<file path="src/rtl/vr_rr_arbiter.sv">
// vr_rr_arbiter: round-robin N-source valid/ready arbiter feeding a
// one-entry registered output stage. A new winner can be loaded in the
// same cycle the sink takes the held entry, so the throughput is one
// transfer per cycle.
module vr_rr_arbiter #(
  parameter int N_SRC  = 4,
  parameter int DATA_W = 8
) (
  input  logic                       clk,
  input  logic                       reset,
  input  logic [N_SRC-1:0]           in_valid,
  input  logic [N_SRC*DATA_W-1:0]    in_data,
  output logic [N_SRC-1:0]           in_ready,
  output logic                       out_valid,
  input  logic                       out_ready,
  output logic [DATA_W-1:0]          out_data,
  output logic [$clog2(N_SRC)-1:0]   out_src,
  output logic [15:0]                xfer_cnt
);

  localparam int SRC_W = $clog2(N_SRC);

  typedef enum logic {
    EMPTY = 1'b0,
    FULL  = 1'b1
  } state_t;

  state_t           state;
  state_t           stateNext;
  logic [SRC_W-1:0] lastGrant;
  logic [SRC_W-1:0] grant;
  logic [SRC_W-1:0] cand;
  logic             found;
  logic             anyValid;
  logic             loadEn;
  logic             accept;

  // The search for the winner starts just after the last winner and wraps, so each source gets a fair turn.
  always_comb begin
    grant = '0;
    cand  = '0;
    found = 1'b0;
    for (int k = 1; k <= N_SRC; k++) begin
      cand = SRC_W'((int'(lastGrant) + k) % N_SRC);
      if (!found && in_valid[cand]) begin
        grant = cand;
        found = 1'b1;
      end
    end
  end

  // The output register can take new data when it is empty or is being drained in this cycle.
  always_comb begin
    anyValid = |in_valid;
    loadEn   = (state == EMPTY) || out_ready;
    accept   = loadEn && anyValid && !reset;
    in_ready = '0;
    if (accept) begin
      in_ready[grant] = 1'b1;
    end
  end

  // Next-state logic: loading keeps the stage full, and draining with no new load empties it.
  always_comb begin
    stateNext = state;
    if (accept) begin
      stateNext = FULL;
    end else if ((state == FULL) && out_ready) begin
      stateNext = EMPTY;
    end
  end

  // State register. An asynchronous reset drops any entry that is held.
  always_ff @(posedge clk or posedge reset) begin
    if (reset) begin
      state <= EMPTY;
    end else begin
      state <= stateNext;
    end
  end

  assign out_valid = (state == FULL);

  // Payload, source tag and grant pointer are captured on acceptance. The counter advances on each sink handshake.
  always_ff @(posedge clk or posedge reset) begin
    if (reset) begin
      out_data  <= '0;
      out_src   <= '0;
      lastGrant <= SRC_W'(N_SRC - 1);
      xfer_cnt  <= '0;
    end else begin
      if (accept) begin
        out_data  <= in_data[grant*DATA_W +: DATA_W];
        out_src   <= grant;
        lastGrant <= grant;
      end
      if ((state == FULL) && out_ready) begin
        xfer_cnt <= xfer_cnt + 16'd1;
      end
    end
  end

endmodule
</file>
<file path="config.mk">
export PLATFORM = sky130hd
export DESIGN_NAME = vr_rr_arbiter
export DESIGN_NICKNAME = d
export VERILOG_FILES = /design/src/rtl/vr_rr_arbiter.sv
export SDC_FILE = /design/constraint.sdc
export NUM_CORES = 1
export LEC_CHECK = 0
export BUFFER_PORTS_ARGS = -buffer_cell sky130_fd_sc_hd__buf_2
export CORE_MARGIN = 8
export CORE_UTILIZATION = 30
export CTS_CLUSTER_DIAMETER = 120
export DETAILED_ROUTE_END_ITERATION = 16
export SLEW_MARGIN = 20
export SYNTH_ARGS = -nofsm -noshare
export SYNTH_HDL_FRONTEND = slang
export SYNTH_SLANG_ARGS = --single-unit
</file>
<file path="constraint.sdc">
create_clock -name clk -period 2.36 [get_ports clk]
set_clock_uncertainty 0.15 [all_clocks]
set_input_delay 0.354 -clock clk [delete_from_list [all_inputs] [get_ports clk]]
set_output_delay 0.354 -clock clk [all_outputs]
set_load 0.005 [all_outputs]
</file>
==> impl_metrics.ini <==
[logic_synthesis]
avgSynthCellArea_sq_um = 10.9
yosys_warnings = 0
synth_top_area_share_pct = 45.2
synthCells = 137
yosysTopAreaCell = dfrtp_1
syn-num-nets = 177
synth_cell_type_count = 33
ys_seq_area_share_pct = 48.7
ys_top_cells_by_area = dfrtp_1 45%, mux2i_1 11%, xnor2_1 7.0%, nand2_1 5.3%, o221ai_1 4.7%
synth_seq_cells = 29
synth.cell_area_sq_um = 1500

[drt]
drt_pass1_iterations = 4
vias = 1299
antenna_left = 0
drt-wirelength-per-cell_um = 14.1
drcViolationCount = 0
viasPerCell = 4.69
wl_um = 3890
drtIter0Drc = 32

[cts]
cts_hold_buf = 0
cts_num_sinks = 29
cts_tree = built
clk_pin_slew_worst_paths_ps = 60
numCtsBuffers = 5
post_cts_buffers = 0
clock_latency_ps = 270
cts_resized = 0
cts_buffer_depth = 2
cts-root-buf = clkbuf_8
cts.htree.levels = 2

[status]
outcome = finished, final reports clean

[floorplan]
core_area_sq_um = 4750
initial_core_util_pct = 31.5
rows = 25
die_area_sq_um = 7500
die_h_um = 86.6
ioPinCount = 70
dieWidth_um = 86.6

[cells_and_area]
nets = 250
final_cell_mix = 69 x buf_2, 27 x dfrtp_1, 21 x nand2_1
final_cell_area_sq_um = 2000
layout-drive-gt1-share_pct = 41.0
diodes = 0
area_delta_synth_final_pct = 33.4
layout_commonest_cell = buf_2
fillers = 493

[global_route]
grt_pass1_vias = 1362
grt_pass1_wl_um = 6310
gr-usage-all-layers_pct = 10.4
overflow = 0
antenna_found_initial = 0
grt_max_degree = 30

[pwr]
p_sw_share_pct = 31.5
power.internal_mw = 1.10
p_leak_nw = 1.02
pwr-share-clk_pct = 25.1
max-vdd-ir-drop_mv = 0.340
p_comb_share_pct = 30.4
pwr-share-seq_pct = 44.4
p_per_area_nw_per_um2 = 806
power_switching_mw = 0.506

[sta]
setup_viol = 0
rsz0062_at_grt = no
hold_violations = 0
slew_headroom_pct = 72.9
tightestPinTransition_ps = 404
timing.fmax_mhz = 453
period_minus_slack_ps = 2210
drv_slew = 0
period_share_pct = 93.6
fin_tns_setup_ps = 0

[place]
gp_congestion = 0.845
io_buffers = 69
place_area_sq_um = 1910
dp_hpwl_um = 3020

[setup_path]
startpoint = lastGrant[1]$_DFFE_PP1P_
max_stage_delay_ps = 590
r2r_start = lastGrant[1]$_DFFE_PP1P_
cp.arrival_ps = 1710
path_cells = nand2b_1 > a21boi_1 > o21ai_2 > nor3b_1 > buf_2
crit_buf_inv = 1
cp_slowest_cell = dfstp_2
cp_num_cells = 5
cp-start-kind = flop
crit_end = in_ready[1]
cp_top_family = flip-flops
reg2reg_to = out_data[5]$_DFFE_PP0P_
rr_worst_depth = 5
critPathCaptureType = output port
regToRegSetupSlack_ps = 470
cp.required_ps = 1860
cp_max_fo = 7
crit_type = reg2out

[run]
max_cap_violations = 0

[hold_path]
min_path_type = in2async
## state kept, by name (all words and copies together), names as in the netlist
| signal | flops |
|---|---|
| xfer_cnt | 16 |
| out_data | 8 |
| lastGrant | 2 |
| out_src | 2 |
| out_valid | 1 |
## layer usage
metal / global-route usage [%] / share of wire [%] / vias up
li1: - / - / 636
met1: 12.9 / 47 / 601
met2: 15.6 / 41 / 57
met3: 5.29 / 12 / 5
met4: 2.82 / 0.51 / 0
met5: 0 / 0 / -
## area by class of cell
class,count,area (sq um),area share [%]
timing repair buffer,72,368,18.4
multi-input combinational,100,723,36.2
inverter,2,7.51,0.376
tap,67,83.8,4.20
clock buffer,7,86.3,4.32
sequential,29,728,36.5
## synthesized netlist by cell type, drive strengths merged
cell type,instances
dfrtp,27
nand2,21
mux2i,17
xnor2,12
o221ai,8
nand3,6
buf,5
and4,4
nand2b,4
nand4,4
nor2,4
xor2,3
and2,2
dfstp,2
inv,2
nor3,2
o21a,2
a211oi,1
a21boi,1
a21oi,1
and3,1
clkbuf,1
ha,1
mux2,1
nor3b,1
o21ai,1
o22a,1
o22ai,1
or2,1
## tightest hold or removal path, cell delays in order
cell and delay (ps):
buf_2 110, inv_1 40, buf_4 330
## stage by stage
stage	util [%]	instances	power [mW]	hold WS [ps]	setup slack [ps]
global placement	40.2	270	1.22	307	400
CTS	42.0	277	1.64	16.5	134
finish	42.0	277	1.61	9.53	151
floorplan	-	137	1.02	281	546
global route	42.0	277	1.73	40.2	40.1
detailed placement	40.2	270	1.22	312	381
## worst min-delay path by stage
stage,to,start
after CTS,out_src[1]$_DFFE_PP0P_,reset
final,out_data[3]$_DFFE_PP0P_,reset
after floorplan,out_data[0]$_DFFE_PP0P_,reset
after detailed placement,xfer_cnt[15]$_DFFE_PP0P_,xfer_cnt[15]$_DFFE_PP0P_
after global placement,xfer_cnt[15]$_DFFE_PP0P_,xfer_cnt[15]$_DFFE_PP0P_
after global routing,out_data[3]$_DFFE_PP0P_,reset
## power groups by stage
stage	registers (mW)	clock network, mW	logic, mW
floorplan	0.719	0	0.303
global placement	0.724	0	0.491
detailed placement	0.724	0	0.497
CTS	0.715	0.426	0.498
global route	0.733	0.442	0.554
finish	0.715	0.405	0.490
## logic make-up after synthesis
kind of cell / synth area share, %
buffers and inverters: 3.43
AO/OA/AOI/OAI: 8.70
flip-flops: 48.7
XOR/XNOR: 8.78
AND/OR/NAND/NOR: 17.5
adder cells (fa/ha/maj): 0.836
multiplexers: 12.1
No activity file was read; power rests on OpenSTA's default activity.
